<file path="src/rtl/wall_game_engine.sv">
// wall_game_engine: game logic for the wall-dodging game.
// Moves the player block, scrolls NUM_WALLS walls with per-wall gaps, runs
// the death/respawn sequence and drives the score counter controls.
// Everything advances on the one-cycle `tick` frame enable.
// Optional feature macro: WALL_ENGINE_SPEEDUP_EN (wall speed ramps up with wraps).
module wall_game_engine #(
   parameter int NUM_WALLS     = 2,
   parameter int COORD_W       = 11,
   parameter int BLK_STEP      = 3,
   parameter int WALL_STEP     = 4,
   parameter int WALL_WRAP     = 1429,
   parameter int GAP_INIT      = 150,
   parameter int GAP_MIN       = 45,
   parameter int GAP_DEC       = 10,
   parameter int RESPAWN_TICKS = 400
) (
   input  logic                           clk,
   input  logic                           reset,
   input  logic                           tick,
   input  logic                           sw_up,
   input  logic                           sw_down,
   input  logic                           sw_left,
   input  logic                           sw_right,
   input  logic                           collide,
   output logic [COORD_W-1:0]             blk_x,
   output logic [COORD_W-1:0]             blk_y,
   output logic [NUM_WALLS*COORD_W-1:0]   wall_x,
   output logic [NUM_WALLS*COORD_W-1:0]   gap_y,
   output logic [COORD_W-1:0]             gap_size,
   output logic                           score_reset,
   output logic                           score_stop,
   output logic                           dead
);

   localparam int CNT_W = $clog2(RESPAWN_TICKS) + 1;
   localparam logic [CNT_W-1:0] CNT_LAST  = CNT_W'(RESPAWN_TICKS - 1);
   localparam logic [CNT_W-1:0] CNT_SR_LO = CNT_W'(RESPAWN_TICKS - 40);

   localparam logic [COORD_W-1:0] BLK_X_INIT = COORD_W'(704);
   localparam logic [COORD_W-1:0] BLK_Y_INIT = COORD_W'(435);
   localparam logic [COORD_W-1:0] X_MIN      = COORD_W'(10);
   localparam logic [COORD_W-1:0] X_MAX      = COORD_W'(1396);
   localparam logic [COORD_W-1:0] Y_MIN      = COORD_W'(14);
   localparam logic [COORD_W-1:0] Y_MAX      = COORD_W'(856);
   localparam logic [COORD_W-1:0] STEP       = COORD_W'(BLK_STEP);
   // Thresholds at which one more step would cross a bound
   localparam logic [COORD_W-1:0] X_LO_TH    = COORD_W'(10 + BLK_STEP);
   localparam logic [COORD_W-1:0] X_HI_TH    = COORD_W'(1396 - BLK_STEP);
   localparam logic [COORD_W-1:0] Y_LO_TH    = COORD_W'(14 + BLK_STEP);
   localparam logic [COORD_W-1:0] Y_HI_TH    = COORD_W'(856 - BLK_STEP);

   localparam logic [COORD_W-1:0] GAP_Y_INIT = COORD_W'(400);
   localparam logic [COORD_W-1:0] WRAP_C     = COORD_W'(WALL_WRAP);
   localparam logic [COORD_W-1:0] GAP_INIT_C = COORD_W'(GAP_INIT);
   localparam logic [COORD_W-1:0] GAP_MIN_C  = COORD_W'(GAP_MIN);
   localparam logic [COORD_W-1:0] GAP_DEC_C  = COORD_W'(GAP_DEC);
   // Gap arithmetic is done one bit wider than a coordinate
   localparam logic [COORD_W:0]   G_LO       = (COORD_W+1)'(9);
   localparam logic [COORD_W:0]   G_HI       = (COORD_W+1)'(889);
   localparam logic [COORD_W:0]   G_OFS      = (COORD_W+1)'(10);

   typedef enum logic {S_PLAY = 1'b0, S_DEAD = 1'b1} state_t;

   state_t                r_state;
   state_t                w_state_next;
   logic [CNT_W-1:0]      r_dead_cnt;
   logic [CNT_W-1:0]      w_dead_cnt_next;
   logic                  r_coll;
   logic                  r_score_reset;
   logic                  w_score_reset_next;
   logic                  w_play_tick;
   logic                  w_die;
   logic                  w_advance;
   logic                  w_hold;
   logic [NUM_WALLS-1:0]  w_wrap;
   logic                  w_any_wrap;
   logic [COORD_W-1:0]    w_speed;
   logic [COORD_W-1:0]    r_blk_x;
   logic [COORD_W-1:0]    r_blk_y;
   logic [COORD_W-1:0]    w_blk_x_next;
   logic [COORD_W-1:0]    w_blk_y_next;
   logic [COORD_W-1:0]    r_gap_size;

   // A PLAY tick either kills the player (latched or same-cycle collision) or advances the game
   assign w_play_tick = tick && (r_state == S_PLAY);
   assign w_die       = w_play_tick && (r_coll || collide);
   assign w_advance   = w_play_tick && !w_die;
   // Positions sit at their reset values whenever we are (or are about to be) dead
   assign w_hold      = reset || w_die || (r_state == S_DEAD);
   assign w_any_wrap  = |w_wrap;

   // State register
   always_ff @(posedge clk) begin
      if (reset) begin
         r_state    <= S_DEAD;
         r_dead_cnt <= '0;
      end else begin
         r_state    <= w_state_next;
         r_dead_cnt <= w_dead_cnt_next;
      end
   end

   // Next-state logic: respawn countdown in DEAD, death on collision in PLAY
   always_comb begin
      w_state_next    = r_state;
      w_dead_cnt_next = r_dead_cnt;
      case (r_state)
         S_DEAD: begin
            if (tick) begin
               if (r_dead_cnt == CNT_LAST) begin
                  w_state_next    = S_PLAY;
                  w_dead_cnt_next = '0;
               end else begin
                  w_dead_cnt_next = r_dead_cnt + 1'b1;
               end
            end
         end
         S_PLAY: begin
            if (w_die) begin
               w_state_next    = S_DEAD;
               w_dead_cnt_next = '0;
            end
         end
         default: begin
            w_state_next    = S_DEAD;
            w_dead_cnt_next = '0;
         end
      endcase
   end

   // Output decode: score_reset covers the last 40 counts of the dead phase
   always_comb begin
      w_score_reset_next = (w_state_next == S_DEAD) &&
                           (w_dead_cnt_next >= CNT_SR_LO) &&
                           (w_dead_cnt_next <= CNT_LAST);
   end

   // Registered score_reset so it lines up with the registered state/counter
   always_ff @(posedge clk) begin
      if (reset) r_score_reset <= 1'b0;
      else       r_score_reset <= w_score_reset_next;
   end

   assign score_reset = r_score_reset;
   assign dead        = (r_state == S_DEAD);
   assign score_stop  = (r_state == S_DEAD);

   // Collision latch: catches pulses between ticks, consumed by every tick
   always_ff @(posedge clk) begin
      if (reset || r_state == S_DEAD || tick) r_coll <= 1'b0;
      else if (collide)                       r_coll <= 1'b1;
   end

`ifdef WALL_ENGINE_SPEEDUP_EN
   localparam logic [COORD_W-1:0] SPD_BASE = COORD_W'(WALL_STEP);
   localparam logic [COORD_W-1:0] SPD_MAX  = COORD_W'(2 * WALL_STEP);
   logic [COORD_W-1:0] r_speed;
   logic [1:0]         r_wrap_cnt;

   // Speed ramp: +1 every fourth wrapping tick, saturating, reset on death
   always_ff @(posedge clk) begin
      if (reset || w_die) begin
         r_speed    <= SPD_BASE;
         r_wrap_cnt <= 2'd0;
      end else if (w_advance && w_any_wrap) begin
         r_wrap_cnt <= r_wrap_cnt + 2'd1;
         if (r_wrap_cnt == 2'd3 && r_speed < SPD_MAX) r_speed <= r_speed + 1'b1;
      end
   end

   assign w_speed = r_speed;
`else
   assign w_speed = COORD_W'(WALL_STEP);
`endif

   // Per-wall scroll, wrap and gap relocation
   generate
      for (genvar gi = 0; gi < NUM_WALLS; gi++) begin : g_wall
         localparam logic [COORD_W-1:0] WALL_INIT = COORD_W'(gi * ((WALL_WRAP + 1) / NUM_WALLS));
         logic [COORD_W-1:0] r_wall_x;
         logic [COORD_W-1:0] r_gap_y;
         logic [COORD_W-1:0] w_gap_y_wrap;
         logic [COORD_W:0]   w_g;
         logic [COORD_W:0]   w_up_sum;
         logic [COORD_W:0]   w_dn_sum;

         assign w_wrap[gi] = (r_wall_x > WRAP_C);
         assign w_g        = {1'b0, r_gap_y};
         // Move the gap towards whichever side of the play field has more room
         assign w_up_sum   = ((G_HI + w_g) >> 1) + G_OFS;
         assign w_dn_sum   = ((G_LO + w_g) >> 1) - G_OFS;
         assign w_gap_y_wrap = ((w_g - G_LO) < (G_HI - w_g)) ? w_up_sum[COORD_W-1:0]
                                                             : w_dn_sum[COORD_W-1:0];

         // Wall register: reload while dead, scroll or wrap on a play tick
         always_ff @(posedge clk) begin
            if (w_hold) begin
               r_wall_x <= WALL_INIT;
               r_gap_y  <= GAP_Y_INIT;
            end else if (w_advance) begin
               if (w_wrap[gi]) begin
                  r_wall_x <= '0;
                  r_gap_y  <= w_gap_y_wrap;
               end else begin
                  r_wall_x <= r_wall_x + w_speed;
               end
            end
         end

         assign wall_x[gi*COORD_W +: COORD_W] = r_wall_x;
         assign gap_y[gi*COORD_W +: COORD_W]  = r_gap_y;
      end
   endgenerate

   // Shared gap shrinks once per wrapping tick, however many walls wrapped
   always_ff @(posedge clk) begin
      if (w_hold)                                                 r_gap_size <= GAP_INIT_C;
      else if (w_advance && w_any_wrap && r_gap_size > GAP_MIN_C) r_gap_size <= r_gap_size - GAP_DEC_C;
   end

   assign gap_size = r_gap_size;

   // Block movement: opposing buttons cancel, steps clamp exactly to the bounds
   always_comb begin
      w_blk_x_next = r_blk_x;
      w_blk_y_next = r_blk_y;
      if (sw_left && !sw_right)
         w_blk_x_next = (r_blk_x < X_LO_TH) ? X_MIN : r_blk_x - STEP;
      else if (sw_right && !sw_left)
         w_blk_x_next = (r_blk_x > X_HI_TH) ? X_MAX : r_blk_x + STEP;
      if (sw_up && !sw_down)
         w_blk_y_next = (r_blk_y < Y_LO_TH) ? Y_MIN : r_blk_y - STEP;
      else if (sw_down && !sw_up)
         w_blk_y_next = (r_blk_y > Y_HI_TH) ? Y_MAX : r_blk_y + STEP;
   end

   // Block register
   always_ff @(posedge clk) begin
      if (w_hold) begin
         r_blk_x <= BLK_X_INIT;
         r_blk_y <= BLK_Y_INIT;
      end else if (w_advance) begin
         r_blk_x <= w_blk_x_next;
         r_blk_y <= w_blk_y_next;
      end
   end

   assign blk_x = r_blk_x;
   assign blk_y = r_blk_y;

endmodule
</file>
<file path="config.mk">
export PLATFORM = sky130hd
export DESIGN_NAME = wall_game_engine
export DESIGN_NICKNAME = d
export VERILOG_FILES = /design/src/rtl/wall_game_engine.sv
export SDC_FILE = /design/constraint.sdc
export NUM_CORES = 1
export LEC_CHECK = 0
export CAP_MARGIN = 15
export CORE_ASPECT_RATIO = 0.8
export CORE_MARGIN = 1
export CORE_UTILIZATION = 59
export DETAILED_ROUTE_END_ITERATION = 7
export DONT_BUFFER_PORTS = 1
export GPL_ROUTABILITY_DRIVEN = 0
export GPL_TIMING_DRIVEN = 1
export PLACE_DENSITY_LB_ADDON = 0.1
export SKIP_CTS_REPAIR_TIMING = 1
export SLEW_MARGIN = 5
export SYNTH_ARGS = -nofsm -noshare
export SYNTH_HDL_FRONTEND = slang
export SYNTH_SLANG_ARGS = --single-unit
</file>
<file path="constraint.sdc">
create_clock -name clk -period 3.4 [get_ports clk]
set_input_delay 0.34 -clock clk [delete_from_list [all_inputs] [get_ports clk]]
set_output_delay 0.34 -clock clk [all_outputs]
set_load 0.02 [all_outputs]
</file>
==> reports/metrics.csv <==
metric,value,unit
status,"finished, final reports clean",
use_met1,44.37,%
cts_max_level,3,
yosysUniqueCellTypes,89,
cts_root_buffer,clkbuf_16,
die_y,104.2,um
clk_latency,0.34,ns
synth_cells,1059,
powerDensity,249.6,mW/mm2
worst_slew_pin_slew,0.7456,ns
grt_pass1_vias,6637,
dieArea,0.01353,mm2
slowest_delay,0.36,ns
timing.fmax,0.3179,GHz
place_hpwl,15030,um
routed_wl,20310,um
grt_first_pass_wirelength,33280,um
final_nets,1095,
clock_skew,0.009861,ns
fin_crit_sh,92.52,%
wire_per_inst,16.73,um
yosysSeqAreaShare,22.34,%
fin_setup_tns,0,ns
crit_fanout,5,
tritoncts,done,
dp_slack,0.1054,ns
multi_input_area,0.005532,mm2
path_common_cell,ha_1,
grtUsageTotal,30.41,%
syn-cell-area,0.007706,mm2
p_total,2059,uW
fp.dieW,129.8,um
cp-end-kind,flip-flop,
antenna_found_initial,0,
cts.sink_count,86,
routed-via-count,7521,
drc_errors,0,
cp_cell_sequence,inv_1 -> ha_1 -> nand2_1 -> a21oi_1 -> xor2_1 -> ha_1 -> a22o_1 -> o41ai_1 -> buf_4 -> and2_1 -> nor2_1 -> a2111oi_0 -> or3_1,
finalNonFillerCells,1214,
yosys_warnings,0,
crit_required,3.69,ns
port_buffers,0,
nFillCells,1120,
grt_overflow_total,0,
layout-drive-gt1-share,9.492,%
slowest_stage,a2111oi_0,
met2_usage,45.76,%
ys.flop_type,dfxtp_1,
finalWorstSetupSlack,0.2543,ns
finalSetupViolCount,0,
period_needed,3.146,ns
finalMaxSlewViolations,0,
pin_count,88,
dp.cells,1198,
critical_path_class,reg2reg,
synth_top_area_share,22.34,%
grt_max_degree,28,
cts_buffers,9,
cts_max_path_buffers,2,
detail-route-antenna-nets,0,
synth_edf_count,0,
slew_headroom,50.11,%
max_cap_viol_count,0,
grt_use_met3,6.019,%
peakVddDrop,0.0002448,V
viasPerCell,6.195,
async_flop_share,0,%
hold_violations,0,
hold_class,in2reg,
start_util,61.99,%
hold_slack,0.05818,ns
seq_area,0.001722,mm2
synthToLayoutAreaGrowth,7.047,%
core,0.01243,mm2
dr.pass1.iters,6,
yosysTopAreaCell,dfxtp_1,
clk_pin_slew_worst_paths,0.07,ns
cp-start-kind,flip-flop,
synth_seq_cells,86,
arrival,3.44,ns
synthTopCellsByArea,"dfxtp_1 22%, ha_1 8.0%, xnor2_1 7.0%",
diodes,0,
leakage,0.003092,uW
initialDrtViolationCount,730,
rsz0062_at_grt,no,
top_usage_layer,met2,
std_cell_rows,36,
synth_area_per_cell,7.277,um2
==> path summary, 6_finish.rpt <==
check	slack [ns]	endpoint	start	cells after the start
worst min-delay path	0.06	r_dead_cnt[3]$_SDFF_PP0_	reset	1
worst max register to register	0.25	g_wall[1].r_gap_y[7]$_SDFFE_PP1P_	g_wall[1].r_gap_y[1]$_SDFFE_PP0P_	13
worst max-delay path	0.25	g_wall[1].r_gap_y[7]$_SDFFE_PP1P_	g_wall[1].r_gap_y[1]$_SDFFE_PP0P_	13
worst min register to register	0.50	r_dead_cnt[3]$_SDFF_PP0_	r_dead_cnt[3]$_SDFF_PP0_	2
==> per-layer routing <==
| layer | vias to the layer above | share of wire (%) |
|---|---|---|
| li1 | 3735 | - |
| met1 | 3470 | 48 |
| met2 | 299 | 43 |
| met3 | 17 | 7.7 |
| met4 | 0 | 0.96 |
| met5 | - | 0 |
==> cells by family after synthesis <==
family	synth area share, %
buf+inv	6.332
fa+ha+maj	8.216
other cells	0.04866
simple gates	26.24
flops	22.34
mux	1.607
compound gates	24.87
xor+xnor	10.34
==> critical path: cells and delay by family (launching register included) <==
kind	cells	cell delay [ns]
DFF	1	0.31
adders and majority gates	2	0.58
and+or+nand+nor	4	0.63
buffers and inverters	2	0.29
xor gates and xnor gates	1	0.18
AOI/OAI and AO/OA	4	1.12
==> where the power goes <==
group	internal [uW]	total, uW	leakage, uW	switching [uW]
Clock	577	1010	0.000144	433
Sequential	1010	1010	0.000694	2.24
Combinational	12.3	38.5	0.00225	26.1
==> registers in the layout (all words and copies together), names as in the netlist <==
name and flops:
dead 1, blk_y 11, r_coll 1, r_dead_cnt 10, score_reset 1, gap_size 10, g_wall.r_gap_y 22, g_wall.r_wall_x 19
blk_x 11
==> layout by cell type (no fill, tap or decap), types with 5 or more instances in the layout <==
master	count
a31oi_1	8
dfxtp_1	86
and2_1	7
o211ai_1	11
xor2_1	29
o21a_1	6
nor4_1	9
buf_4	47
and3_1	8
o22ai_1	9
mux2i_1	9
nor2b_1	13
or2_2	10
o21bai_1	5
nand3_1	31
inv_1	35
a211o_1	5
o32ai_1	6
ha_1	49
a211oi_1	13
o21ai_1	12
a21oi_1	72
o21ai_0	58
xnor2_1	62
nand3b_1	6
clkbuf_16	9
nor3_1	37
nor3b_1	8
nand2_1	110
a22oi_1	5
or3_1	12
nand4_1	14
o31ai_1	8
a21o_1	11
nor2_1	117
nand2b_1	12
==> cell usage after synthesis (all sizes together) (4+ instances only) <==
cell,instances
inv,35
o32ai,6
nand2b,12
o31ai,9
o22ai,9
xnor2,62
nor3b,9
a21o,11
buf,34
nor4,10
nand3,31
or3,13
nand3b,6
o21bai,5
a211oi,15
a21boi,4
nor2b,13
nand2,112
ha,49
o21ai,70
and3,8
a2111oi,4
clkbuf,47
mux2i,9
xor2,29
a211o,5
a21oi,76
and2,7
a31oi,8
or2,12
o221ai,4
dfxtp,86
o211ai,11
o41ai,4
o21a,6
nor3,39
nand4,14
nor2,119
a22oi,5
==> through the flow <==
stage          util (%)  area, um2
2_1_floorplan         -       7721
3_3_place_gp      63.78       7929
3_5_place_dp      63.78       7929
4_1_cts           66.17       8227
5_1_grt           66.35       8249
6_report          66.35       8249
==> final cells by class <==
class | instances | area share (%)
multi-input combinational | 859 | 67.06
sequential | 86 | 20.87
timing repair buffer | 47 | 4.277
clock buffer | 10 | 2.776
tap | 171 | 2.594
inverter | 35 | 1.593
clock inverter | 6 | 0.8342
(Power assumes the default switching activity.)
==> patch 1 (same flow settings) <==
Add a define of `WALL_ENGINE_SPEEDUP_EN`.
--- a/src/rtl/wall_game_engine.sv
+++ b/src/rtl/wall_game_engine.sv
@@ -4,4 +4,6 @@
 // Everything advances on the one-cycle `tick` frame enable.
 // Optional feature macro: WALL_ENGINE_SPEEDUP_EN (wall speed ramps up with wraps).
+`define WALL_ENGINE_SPEEDUP_EN
+
 module wall_game_engine #(
    parameter int NUM_WALLS     = 2,
Behaviour: no difference found for any inputs over 10 cycles, from zero or initial values and one cycle with reset high; that may be too few to reach the edited logic, so the function may still have changed.
==> patch 1 against the unedited design <==
  * Sequential power is 19% higher
  * Sequential share of layout area decreased by 0.33 points
  * Clock power rose by 6%
  * Via count increased by 19%
  * Synthesized area rose by 17%
  * Die area is 16% higher
  * Count of clock-buffer cells in the layout is the same
  * Sequential cell count grew 16
  * Design area rose by 21%
  * Worst setup slack worse by 150 ps
  * Power grew 12%
  * Clock skew shrank 0.52 ps
  * Global-route usage is 0.44 points lower
  * Routed wire length is 18% higher
  * Critical endpoint is now g_wall[0].r_gap_y[3]
  * Largest power group unchanged
  * Highest routed layer unchanged
==> patch 1: results (changes against the unedited design) <==
* Clock latency on the worst-skew pair at 360 ps (+20 ps)
* Fillers at 1,227 (+9.6%)
* R2R Path Start: g_wall[0].r_gap_y[2]
* DP Area at 9400 um^2 (+18%)
* Area contributors post-synth: dfxtp_1 (23%), ha_1 (9.6%), xnor2_1 (6.5%)
* Reg2Reg Depth at 17 (+4)
* Sw Ratio at 22.3% (-0.098 points)
* DP HPWL at 16.9 mm (+13%)
* Slowest CP cell: or4_1
* Largest net degree at the start of global routing at 36 (+29%)
* VDD IR max at 263 uV (+7.3%)
* Initial antenna violation count at 0 (unchanged)
* First DRT Iteration DRCs at 945 (+29%)
* First-pass GRT wire length at 39.1 mm (+18%)
* Routed vias/inst at 6.45 (+4.2%)
* Global routing usage on met2 at 45.0% (-0.76 points)
* Worst clock skew at 9.34 ps (-0.524 ps)
* R2r endpoint: g_wall[0].r_gap_y[3]
* Worst-path fanout max at 3 (-2)
* Status: finished, final reports clean
* Worst path max stage delay at 480 ps (+120 ps)
* Diode count at 0 (unchanged)
* DR pass1 iterations at 5 (-1)
* PortBufs at 0 (unchanged)
* Slew of the pin with the lowest slew margin at 818 ps (+72.2 ps)
* Top post-synthesis cells by count: nand2_1 (126), dfxtp_1 (102), nor2_1 (102), a21oi_1 (86), ha_1 (69)
* Layout cells sized above 1 at 13.1% (+3.6 points)
* Crit path max-delay family: simple AND/OR/NAND/NOR gates
* Met3 usage at 4.99% (-1.0 points)
* Wirelength, routed at 24.1 mm (+18%)
* Pleak at 0.00379 uW (+23%)
* Arr. time, crit path at 3580 ps (+140 ps)
* Regs by FF count: g_wall.r_gap_y (22), g_wall.r_wall_x (22)
* Met1 Use GR at 44.6% (+0.25 points)
* Hold Path Sink: r_dead_cnt[4]
* CTS H-tree lvls at 3 (unchanged)
* Gr usage total at 30.0% (-0.44 points)
* R2r setup slk at 110 ps (-150 ps)
* Seq/Total Area, Yosys at 22.7% (+0.40 points)
* Number of global-route vias before repair at 7,746 (+17%)
* Cell variety after synth at 83 (-6.7%)
## patch 1: cell type report
| cell class | instances | area, um^2 | area share, % |
|---|---|---|---|
| Clock buffer | 10 | 229 | 2.29 |
| Timing Repair Buffer | 75 | 604 | 6.04 |
| Clock inverter | 6 | 76.3 | 0.763 |
| Tap cell | 184 | 230 | 2.30 |
| Inverter | 41 | 160 | 1.60 |
| Sequential cell | 102 | 2050 | 20.5 |
| Multi-Input combinational cell | 972 | 6650 | 66.5 |
## patch 1: cells by family (layout without fill, tap and decap cells)
family	Yosys count	in the layout	synth area share (%)
simple gates	431	431	23.4
compound gates	360	360	27.2
other cells	1	1	0.0418
flops	102	102	22.7
xor+xnor	93	93	9.07
buf+inv	127	132	5.70
fa+ha+maj	73	73	10.3
mux	14	14	1.60
## patch 1: power by group through the flow
stage | Combinational [uW] | Clock (uW) | Sequential, uW
2_1_floorplan | 35.4 | 0 | 1220
3_3_place_gp | 40.9 | 0 | 1220
3_5_place_dp | 40.6 | 0 | 1220
4_1_cts | 40.7 | 1100 | 1200
5_1_grt | 46.8 | 1140 | 1200
6_report | 42.0 | 1070 | 1200
## patch 1: layer usage
layer | wire, um | part of all wire, %
met1 | 11700 | 49
met2 | 10400 | 43
met3 | 1660 | 6.9
met4 | 242 | 1.0
met5 | 0 | 0
## patch 1: metrics by stage
step	worst slack [ps]	hold slack [ps]	power [uW]	cells
floorplan	4.86	447	1260	1201
global placement	-18.8	412	1270	1365
detailed placement	-163	413	1270	1365
CTS	-154	28.9	2340	1381
global route	-142	26.7	2380	1390
finish	107	42.9	2310	1390
==> patch 2 (config.mk and constraints unchanged) <==
Made on the original files. Register the inputs `sw_up`, `sw_down`, `sw_left`, `sw_right` and `collide` before use, without a reset. The logic sees them one clock later. The other inputs are not delayed to match.
--- a/src/rtl/wall_game_engine.sv
+++ b/src/rtl/wall_game_engine.sv
@@ -62,4 +62,18 @@
    typedef enum logic {S_PLAY = 1'b0, S_DEAD = 1'b1} state_t;
 
+   logic sw_up_q;
+   logic sw_down_q;
+   logic sw_left_q;
+   logic sw_right_q;
+   logic collide_q;
+
+   always_ff @(posedge clk) begin
+      sw_up_q    <= sw_up;
+      sw_down_q  <= sw_down;
+      sw_left_q  <= sw_left;
+      sw_right_q <= sw_right;
+      collide_q  <= collide;
+   end
+
    state_t                r_state;
    state_t                w_state_next;
@@ -84,5 +98,5 @@
    // A PLAY tick either kills the player (latched or same-cycle collision) or advances the game
    assign w_play_tick = tick && (r_state == S_PLAY);
-   assign w_die       = w_play_tick && (r_coll || collide);
+   assign w_die       = w_play_tick && (r_coll || collide_q);
    assign w_advance   = w_play_tick && !w_die;
    // Positions sit at their reset values whenever we are (or are about to be) dead
@@ -149,5 +163,5 @@
    always_ff @(posedge clk) begin
       if (reset || r_state == S_DEAD || tick) r_coll <= 1'b0;
-      else if (collide)                       r_coll <= 1'b1;
+      else if (collide_q)                       r_coll <= 1'b1;
    end
 
@@ -225,11 +239,11 @@
       w_blk_x_next = r_blk_x;
       w_blk_y_next = r_blk_y;
-      if (sw_left && !sw_right)
+      if (sw_left_q && !sw_right_q)
          w_blk_x_next = (r_blk_x < X_LO_TH) ? X_MIN : r_blk_x - STEP;
-      else if (sw_right && !sw_left)
+      else if (sw_right_q && !sw_left_q)
          w_blk_x_next = (r_blk_x > X_HI_TH) ? X_MAX : r_blk_x + STEP;
-      if (sw_up && !sw_down)
+      if (sw_up_q && !sw_down_q)
          w_blk_y_next = (r_blk_y < Y_LO_TH) ? Y_MIN : r_blk_y - STEP;
-      else if (sw_down && !sw_up)
+      else if (sw_down_q && !sw_up_q)
          w_blk_y_next = (r_blk_y > Y_HI_TH) ? Y_MAX : r_blk_y + STEP;
    end
Behaviour: no difference found for any inputs over 10 cycles, from zero or initial values and one cycle with reset high; that may be too few to reach the edited logic, so the function may still have changed.
==> patch 2 against the unedited design <==
  * The run now ends with setup timing left
  * First-iteration DRC count shrank 19%
  * Clock skew is 1.6 ps higher
  * Sequential share of layout area decreased by 0.85 points
  * Die area grew 5.9%
  * Count of clock-buffer cells in the layout unchanged
  * Design area up 11%
  * Routed wire length rose by 7.5%
  * Synthesized area grew 6.0%
  * Power up 2.3%
  * Sequential power is 6% higher
  * Worst setup slack got worse by 300 ps
  * Sequential cell count grew 5
  * Global-route usage rose by 0.099 points
  * Critical endpoint is now g_wall[1].r_gap_y[4]
  * Largest power group unchanged
==> patch 2: results (changes against the unedited design) <==
* Sw Ratio at 24.3% (+1.8 points)
* First DRT Iteration DRCs at 590 (-19%)
* Sequential Power Share at 50.8% (+1.7 points)
* TritonCTS buffer count at 9 (unchanged)
* Hold Path Class: in2reg
* Warnings, synthesis at 0 (unchanged)
* DP HPWL at 15.7 mm (+4.3%)
* Gr usage total at 30.5% (+0.099 points)
* Setup_tns at -77.0 ps (-77.0 ps)
* Post-route ant nets at 0 (unchanged)
* Final setup fails at 2 (+2)
* Uppermost layer routed: met4
* Largest net degree at the start of global routing at 26 (-7.1%)
* Status: finished, violations left
* Met3 wire len at 1.56 mm (-0.45%)
* Setup WS pre-CTS at -104 ps (-209 ps)
* PortBufs at 0 (unchanged)
* Worst setup margin at -41.9 ps (-296 ps)
* Met2 Wirelength at 9.72 mm (+11%)
* Initial antenna violation count at 0 (unchanged)
* Reg2Reg Depth at 17 (+4)
* Fillers at 1,194 (+6.6%)
* Hold Path Origin: reset
* CTS H-tree lvls at 3 (unchanged)
* Clock Tree Buf Depth at 2 (unchanged)
* Number of global-route vias before repair at 7,260 (+9.4%)
* WL met1 at 10.1 mm (+3.4%)
* R2r endpoint: g_wall[1].r_gap_y[4]
* Routed vias/inst at 6.29 (+1.5%)
* Nets at 1,175 (+7.3%)
* Gate Count Post-Synth at 1,114 (+5.2%)
* Startpoint types: register
* Clock latency on the worst-skew pair at 360 ps (+20 ps)
* Post-synthesis xor/xnor area fraction at 9.31% (-1.0 points)
* DR pass1 iterations at 6 (unchanged)
* Area contributors post-synth: dfxtp_1 (22%), ha_1 (7.5%), xnor2_1 (5.9%)
* Top post-synthesis cells by count: nor2_1 (127), nand2_1 (110), dfxtp_1 (91), a21oi_1 (80), o21ai_0 (64)
* Seq/Total Area, Yosys at 22.3% (-0.044 points)
* Slew headroom at 41.7% (-8.5 points)
* Async S/R FF share, synth at 0% (unchanged)
* Mux cell area share after synthesis at 1.93% (+0.32 points)
* First-pass GRT wire length at 35.9 mm (+8.0%)
* Cell variety after synth at 95 (+6.7%)
* Failing checks: setup timing
* Synth Area in Adders at 7.89% (-0.33 points)
* Dpl cells at 1,273 (+6.3%)
* Clock transition at path regs at 70 ps (about the same)
* Worst-path fanout max at 4 (-1)
* Hold Path Sink: r_dead_cnt[7]
* VDD IR max at 260 uV (+6.3%)
* Wirelength, routed at 21.8 mm (+7.5%)
* Fin Hold WS at 41.9 ps (-16.2 ps)
* Compound-Gate Fraction of Synth Area at 26.1% (+1.3 points)
* Layout cells sized above 1 at 15.9% (+6.4 points)
* Worst clock skew at 11.5 ps (+1.61 ps)
* Pleak at 0.00332 uW (+7.4%)
* Vias at 8,193 (+8.9%)
patch 2: per-layer routing:
layer,vias up,GRT usage [%]
met5,-,0
met1,3827,41.6
li1,4018,-
met3,37,6.92
met2,311,47.6
met4,0,9.50
patch 2: worst max-delay path, cell delays in order, from the launching register on:
cell and delay [ps]:
dfxtp_4 360, clkinvlp_4 140, ha_4 190, nand2_2 50, nand2_2 70, a21oi_4 140, nand2_2 90, nor3_2 140
xnor2_1 90, ha_1 320, a211oi_2 70, nor2_2 180, and4b_2 290, or2_4 270, o31ai_2 220, a32o_2 240
mux2_4 300, o31ai_1 170
patch 2: final cells by class:
type | instances | area (um^2) | share of cell area [%]
tap | 180 | 225 | 2.45
timing repair buffer | 82 | 661 | 7.19
clock inverter | 6 | 55.1 | 0.600
inverter | 40 | 159 | 1.73
multi-input combinational | 894 | 6020 | 65.5
sequential | 91 | 1840 | 20.0
clock buffer | 10 | 229 | 2.49
patch 2: worst max-delay path by stage:
stage | startpoint | end | slack [ps]
2_1_floorplan | g_wall[1].r_gap_y[1] | g_wall[1].r_gap_y[4] | -40
3_3_place_gp | g_wall[1].r_gap_y[1] | g_wall[1].r_gap_y[4] | -20
3_5_place_dp | g_wall[1].r_gap_y[1] | g_wall[1].r_gap_y[4] | -100
4_1_cts | g_wall[1].r_gap_y[1] | g_wall[1].r_gap_y[4] | -140
5_1_grt | g_wall[1].r_gap_y[1] | g_wall[1].r_gap_y[4] | -210
6_report | g_wall[1].r_gap_y[1] | g_wall[1].r_gap_y[4] | -40
patch 2: through the flow:
step | cell area (um^2) | power [uW] | util (%)
floorplan | 8320 | 1130 | -
global placement | 8610 | 1130 | 63.5
detailed placement | 8610 | 1130 | 63.5
CTS | 8890 | 2120 | 65.6
global route | 9180 | 2180 | 67.8
finish | 9180 | 2110 | 67.8
